`src/rtl/display_defs_pkg.sv`:
```
`default_nettype none
// ============================================================================
// Module      : display_defs
// Description : Shared 7-segment display constants and the hex7 glyph table.
// Revision    : 1.0 - initial release
// ============================================================================
package display_defs;

   localparam logic [7:0] AN_IDLE    = 8'hFF;
   localparam logic [7:0] SEG_BLANK  = 8'hFF;
   localparam int         NUM_DIGITS = 8;

   // Active-low gfedcba glyphs for one hex nibble.
   function automatic logic [6:0] hex7(input logic [3:0] nib);
      logic [6:0] seg;
      seg = 7'h7F;
      case (nib)
         4'h0: seg = 7'h40;
         4'h1: seg = 7'h79;
         4'h2: seg = 7'h24;
         4'h3: seg = 7'h30;
         4'h4: seg = 7'h19;
         4'h5: seg = 7'h12;
         4'h6: seg = 7'h02;
         4'h7: seg = 7'h78;
         4'h8: seg = 7'h00;
         4'h9: seg = 7'h10;
         4'hA: seg = 7'h08;
         4'hB: seg = 7'h03;
         4'hC: seg = 7'h46;
         4'hD: seg = 7'h21;
         4'hE: seg = 7'h06;
         4'hF: seg = 7'h0E;
         default: seg = 7'h7F;
      endcase
      return seg;
   endfunction

endpackage
`default_nettype wire

```
`src/rtl/seg_hex_decode.sv`:
```
`default_nettype none
// ============================================================================
// Module      : seg_hex_decode
// Description : Combinational hex nibble to active-low gfedcba segments.
// Revision    : 1.0 - initial release
// ============================================================================
module seg_hex_decode
   import display_defs::*;
(
   input  logic [3:0] nib,
   output logic [6:0] seg
);

   assign seg = hex7(nib);

endmodule
`default_nettype wire

```
`src/rtl/seg_scan_driver.sv`:
```
`default_nettype none
// ============================================================================
// Module      : seg_scan_driver
// Description : 8-digit common-anode 7-segment scan driver with per-frame
//               snapshot, leading-zero blanking, decimal points and freeze.
// Revision    : 1.0 - initial release
// ============================================================================
module seg_scan_driver
   import display_defs::*;
#(
   parameter int SCAN_DIV = 100000,
   parameter int CNT_W    = 17
)(
   input  logic        clk,
   input  logic        rst_n,
   input  logic [31:0] value,
   input  logic [7:0]  dp_mask,
   input  logic        lz_blank,
   input  logic        freeze,
   output logic [7:0]  AN,
   output logic [7:0]  SEG,
   output logic        frame_done
);

   localparam logic [CNT_W-1:0] C_LAST = CNT_W'(SCAN_DIV - 1);

   logic [CNT_W-1:0] r_prescaler;
   logic [2:0]       r_digit_idx;
   logic [31:0]      r_shadow_val;
   logic [7:0]       r_shadow_dp;
   logic             r_load_pend;

   logic             w_tick;
   logic             w_wrap;
   logic             w_load;
   logic [4:0]       w_bit_ofs;
   logic [3:0]       w_nib;
   logic [31:0]      w_upper;
   logic             w_blank;
   logic [6:0]       w_seg;

   assign w_tick    = (r_prescaler == C_LAST);
   assign w_wrap    = w_tick && (r_digit_idx == 3'd7);
   assign w_load    = (w_wrap || r_load_pend) && !freeze;
   assign w_bit_ofs = {r_digit_idx, 2'b00};
   assign w_nib     = r_shadow_val[w_bit_ofs +: 4];

   // Digit is blanked when it and every more-significant nibble are zero.
   assign w_upper = r_shadow_val >> w_bit_ofs;
   assign w_blank = lz_blank && (r_digit_idx != 3'd0) && (w_upper == 32'd0);

   seg_hex_decode u_hex_decode (
      .nib (w_nib),
      .seg (w_seg)
   );

   always_ff @(posedge clk or negedge rst_n) begin
      if (!rst_n) begin
         r_prescaler  <= '0;
         r_digit_idx  <= 3'd0;
         r_shadow_val <= 32'd0;
         r_shadow_dp  <= 8'd0;
         r_load_pend  <= 1'b1;
         AN           <= AN_IDLE;
         SEG          <= SEG_BLANK;
         frame_done   <= 1'b0;
      end else begin
         r_prescaler <= w_tick ? '0 : r_prescaler + 1'b1;
         if (w_tick) begin
            r_digit_idx <= r_digit_idx + 3'd1;
         end
         if (w_load) begin
            r_shadow_val <= value;
            r_shadow_dp  <= dp_mask;
            r_load_pend  <= 1'b0;
         end
         AN         <= ~(8'b1 << r_digit_idx);
         SEG        <= w_blank ? SEG_BLANK : {~r_shadow_dp[r_digit_idx], w_seg};
         frame_done <= w_wrap;
      end
   end

endmodule
`default_nettype wire
```
`config.mk`:
```
export PLATFORM = sky130hd
export DESIGN_NAME = seg_scan_driver
export DESIGN_NICKNAME = d
export VERILOG_FILES = /design/src/rtl/display_defs_pkg.sv /design/src/rtl/seg_hex_decode.sv /design/src/rtl/seg_scan_driver.sv
export SDC_FILE = /design/constraint.sdc
export NUM_CORES = 1
export LEC_CHECK = 0
export CORE_ASPECT_RATIO = 1.5
export CORE_MARGIN = 5
export CORE_UTILIZATION = 40
export DETAILED_ROUTE_END_ITERATION = 10
export GPL_TIMING_DRIVEN = 1
export SKIP_LAST_GASP = 1
export SLEW_MARGIN = 20
export SYNTH_ARGS = -nofsm -noshare
export SYNTH_HDL_FRONTEND = slang
export SYNTH_SLANG_ARGS = --single-unit
```
`constraint.sdc`:
```
create_clock -name clk -period 8.4 [get_ports clk]
set_clock_uncertainty 0.2 [all_clocks]
set_input_delay 2.52 -clock clk [delete_from_list [all_inputs] [get_ports clk]]
set_output_delay 2.52 -clock clk [all_outputs]
set_load 0.02 [all_outputs]
```
# Word level (Yosys, flattened, before mapping)
# Memories as Yosys holds them, arrays and structs flattened.
# Index checks and enable logic that the tools add are counted.
# word_totals
ff_bits	78
mem_bits_ro	112
out_inout_bits	17
memories	1
# op_classes
n_addsub	2
order_cmp	1
eq_ne	2
n_shift	3
n_mux	4
bitwise	2
reduce_logical	8
# memory_table
memory	depth	width	rd	rd_clocked_by_memory_dff	wr	line_no	rtl
(no name shown)	16	7	1	0	0	display_defs_pkg.sv:17	case (nib)
# op_table
operator	count
logical NOT 32 bit	1
variable part select 32 x 6 -> 4 bit	1
>> shifter 32 x 5 -> 32 bit	1
adder 17 x 1 -> 17 bit, second input constant	1
== test 17 bit, second input constant	1
2-to-1 mux 17 bit	1
2-to-1 mux 8 bit	1
NOT 8 bit	1
<< shifter 1 x 3 -> 8 bit, first input constant	1
logical AND 1 bit	4
< comparator 3 x 4 -> 1 bit, second input constant	1
adder 3 x 1 -> 3 bit, second input constant	1
binary-select mux 1 bit (select 3 bit)	1
== test 3 bit, second input constant	1
nonzero test 3 bit	1
logical NOT 1 bit	1
logical OR 1 bit	1
2-to-1 mux 1 bit	1
NOT 1 bit	1

# Logic depth before layout (Yosys ltp)
# logic_depth
ltp_word	4
mapped_depth	10
ltp_nobuf	8

# By module
# From an unflattened synthesis, not the netlist that was laid out.
# hier_totals
cells_unflattened	335
hier_area_um2	4023.9
# modules_own_cells
mod	n_inst	cells_each	area_per_inst_um2	seq_area_each_um2
seg_scan_driver	1	303	3748.6	1973.1
seg_hex_decode	1	32	275.3	0.0

# Worst setup path before layout
# Ideal clock, no wire load.
# synth_path
path_kind	input-to-reg
startpoint	in freeze
endpoint	reg r_shadow_val[10]
setup_ns	0.125
t_arrival_ns	3.143
required_time_ns	8.075
path_slack_ns	4.932
path_stages	3
n_path_buf	1
cell_sequence	nor2_4 -> buf_6 -> mux2_2
# synth_via
elab_chain_len	2
# synth_lines
element	line_no	rtl
start: declaration	seg_scan_driver.sv:19	input logic freeze,
logical NOT 1 bit	seg_scan_driver.sv:44	assign w_load = (w_wrap || r_load_pend) && !freeze;
logical AND 1 bit	seg_scan_driver.sv:44	
end signal: assignment	seg_scan_driver.sv:73	r_shadow_val <= value;
end: declaration	seg_scan_driver.sv:29	logic [31:0] r_shadow_val;
# No other way between the ends.
# A chain may end at the register's enable or synchronous reset.

# Final worst setup path
# layout_path
startpoint	reg AN[7]
endpoint	out AN[7]
# layout_lines
element	line_no	rtl
start: declaration	seg_scan_driver.sv:20	output logic [7:0] AN,
start signal: assignment	seg_scan_driver.sv:77	AN <= ~(8'b1 << r_digit_idx);
# No word-level cell between the ends.

==> impl_metrics.yaml <==
setup_path:
  cp_max_fo: 1
  critical_path.max_stage_delay_ns: 0.59
  cp_cell_sequence: "clkdlybuf4s50_1"
  r2r_slack_ns: 5.18
  cp_slowest_cell: "clkdlybuf4s50_1"
  r2r-start: "r_digit_idx[1]"
  worstSetupPathType: "reg -> out"
  worst_setup_path_start_kind: "flop"
  r2r-end: "SEG[2]"
  worstRegToRegCells: 6
  path_delay_family: "buffers and inverters"
  end_kind: "output pin"
  cp.arrival_ns: 1.45
  worst-path-buf-inv: 1
  required_ns: 5.68
clock_network:
  cts_setup_buffers: 0
  cts_buffers: 9
  cts.sinks: 78
  cts-root-buf: "clkbuf_16"
  clk_latency_ns: 0.34
  cts_tree: "yes"
  htreeDepth: 3
  ctsResizeCount: 0
  clkTransAtPathRegs_ns: 0.07
  cts_hold_buffers: 0
  cts_buffer_depth: 2
sta:
  drv_slew: 0
  fin_setup_tns_ns: 0
  setup_viol: 0
  hold_violations: 0
  layout_setup_ws_ns: 4.23
  relSlewSlack: 0.311
  tightest_slew_ns: 1.01
  fmax_mhz: 240
  post-route-min-period_ns: 4.17
  rsz0062_at_grt: "no"
  period_share: 0.497
finish:
  nFillCells: 866
  diodes: 0
  drive_gt1_frac: 0.144
  multi_input_comb_area_um2: 1820
  sequential_cell_area_um2: 1970
  syn2layout_area_growth_pct: 26.1
  nets: 433
  finalCoreUtilization: 0.514
global_routing:
  overflow: 0
  antenna_found_initial: 0
  grt_pass1_vias: 2856
  grt_max_degree: 79
  grt_usage: 0.146
  grt_pass1_wl_mm: 14.0
routing:
  post_drt_via_cell_ratio: 5.35
  top_layer: "met4"
  wl_mm: 8.23
  vias: 2654
  first_iter_violations: 100
  drt_pre_antenna_iters: 4
  wl_met3_um: 352
  wl_met2_mm: 4.13
  post_drt_wl_per_cell_um: 16.6
  wl_met1_mm: 3.53
  drc: 0
  ant_nets: 0
logic_synthesis:
  ys.flop_type: "dfrtp_1"
  yosysSeqAreaShare: 0.502
  synth_warnings: 0
  synth_edf_count: 0
  syn_area_um2: 3930
  avgSynthCellArea_um2: 12.4
  synth_cell_types: 51
  syn-num-nets: 373
  synth_cells: 316
  ys_ff_latch: 78
  async_reset_ff_frac: 1.00
power:
  clockPowerShare: 0.471
  switching_share: 0.226
  p_int_w: 0.000699
  pwr-share-comb: 0.084
  p_sw_w: 0.000204
  powerDensity_nw_per_um2: 182
  leakagePower_nw: 2.16
  power_frac_seq: 0.445
  irDropWorstVdd_v: 0.000140
placement:
  gp_congestion: 0.814
  place_hpwl_mm: 5.95
  dp_slack_ns: 3.72
  port-buffer-count: 60
flow_run:
  max_cap_violations: 0
min_path:
  hold_end: "r_shadow_dp[1]"
  hold_path_class: "reg -> reg"
  hp-start: "r_shadow_dp[1]"
  min_path_cells: 1
die:
  die_h_um: 131
  ios: 61
  die_w_um: 90.9
  rows: 44
  coreArea_um2: 9630
  initial_core_util: 0.408
  dieArea_um2: 12000
outcome:
  status: "finished, final reports clean"
## how the worst max path moves through the flow
stage	from	to	slack, ns	cells after the start
floorplan	freeze	r_shadow_val[10]	4.93	3
global placement	freeze	r_shadow_val[8]	3.75	3
detailed placement	freeze	r_shadow_val[11]	3.72	3
CTS	freeze	r_shadow_val[11]	4.09	3
global route	AN[4]	AN[4]	4.19	1
finish	AN[7]	AN[7]	4.23	1
## cell type report
class                   count  share of cell area
multi-input cells         215               0.368
clock inverters             7              0.0212
flip-flops and latches     78               0.398
clock buffers               9              0.0454
repair buffers             63               0.132
inverters                   9             0.00682
well taps                 115              0.0290
## routing by layer
metal  vias to the layer above  track usage
met5                         -            0
met4                         0       0.0767
met3                        16       0.0355
met2                        55        0.238
met1                      1311        0.176
li1                       1272            -
## cell usage after synthesis (2+ instances only)
master	number	share of area
o22a_1	2	0.0045
or3_1	3	0.0048
nor2_1	18	0.017
nor3_1	13	0.017
dfstp_2	17	0.11
and2_1	3	0.0048
mux2_1	37	0.11
inv_1	8	0.0076
nor3b_1	3	0.0057
o221ai_1	2	0.0045
xor2_1	7	0.016
buf_6	5	0.014
dfrtp_1	61	0.39
nand2_1	19	0.018
ha_1	13	0.041
or4b_1	2	0.0051
buf_2	4	0.0051
clkbuf_1	3	0.0029
nor3b_2	2	0.0064
buf_4	2	0.0038
nand4_1	4	0.0064
nand2b_1	2	0.0032
o211ai_1	2	0.0038
o22ai_1	3	0.0048
o21ai_1	4	0.0051
nand3_1	6	0.0076
and3_1	5	0.0080
a211o_1	3	0.0067
a21oi_1	5	0.0064
o21ai_0	4	0.0051
nor4_1	6	0.0095
mux4_2	11	0.063
mux2_2	3	0.0086
mux2i_1	10	0.025
xnor2_1	8	0.018
## power groups by stage
| stage | combinational (W) | clock (W) | sequential, W |
|---|---|---|---|
| CTS | 0.0000755 | 0.000436 | 0.000402 |
| finish | 0.0000756 | 0.000425 | 0.000402 |
| floorplan | 0.0000299 | 0 | 0.000409 |
| global placement | 0.0000743 | 0 | 0.000408 |
| global route | 0.0000834 | 0.000450 | 0.000404 |
| detailed placement | 0.0000753 | 0 | 0.000409 |
## cells in the final DEF, fill, tap and decap left out, types with 2 or more instances in the layout
cell type	instances
dfrtp_1	61
clkdlybuf4s50_1	59
mux2_1	37
nand2_1	19
nor2_1	18
dfstp_2	17
nor3_1	13
ha_1	13
mux4_2	11
mux2i_1	10
clkbuf_16	9
inv_1	8
xnor2_1	8
xor2_1	7
nor4_1	6
nand3_1	6
a21oi_1	5
and3_1	5
o21ai_0	4
o21ai_1	4
nand4_1	4
and2_1	3
nor3b_1	3
o22ai_1	3
a211o_1	3
or3_1	3
mux2_2	3
or4b_1	2
nor3b_2	2
o22a_1	2
nand2b_1	2
o221ai_1	2
o211ai_1	2
bufinv_16	2
clkinv_4	2
buf_4	2
## cell families after synthesis
| family | synth area share |
|---|---|
| and+or+nand+nor | 0.123 |
| muxes | 0.203 |
| adders and majority gates | 0.0414 |
| xor gates and xnor gates | 0.0334 |
| AOI/OAI and AO/OA | 0.0621 |
| buffers and inverters | 0.0347 |
| DFF | 0.502 |
## sequential cells by signal (all words and copies together) (netlist names)
name,count
SEG,8
r_shadow_dp,8
r_digit_idx,3
AN,8
frame_done,1
r_prescaler,17
r_load_pend,1
r_shadow_val,32
## through the flow
stage	cells	total power, W	instance area (um2)	hold WS (ns)
after floorplan	316	0.000439	3930	0.247
after global placement	478	0.000482	4580	0.265
after detailed placement	478	0.000484	4580	0.272
after CTS	494	0.000914	4910	0.285
after global routing	496	0.000938	4960	0.311
final	496	0.000903	4960	0.285
Note: power is estimated with default switching activity, not from simulation.
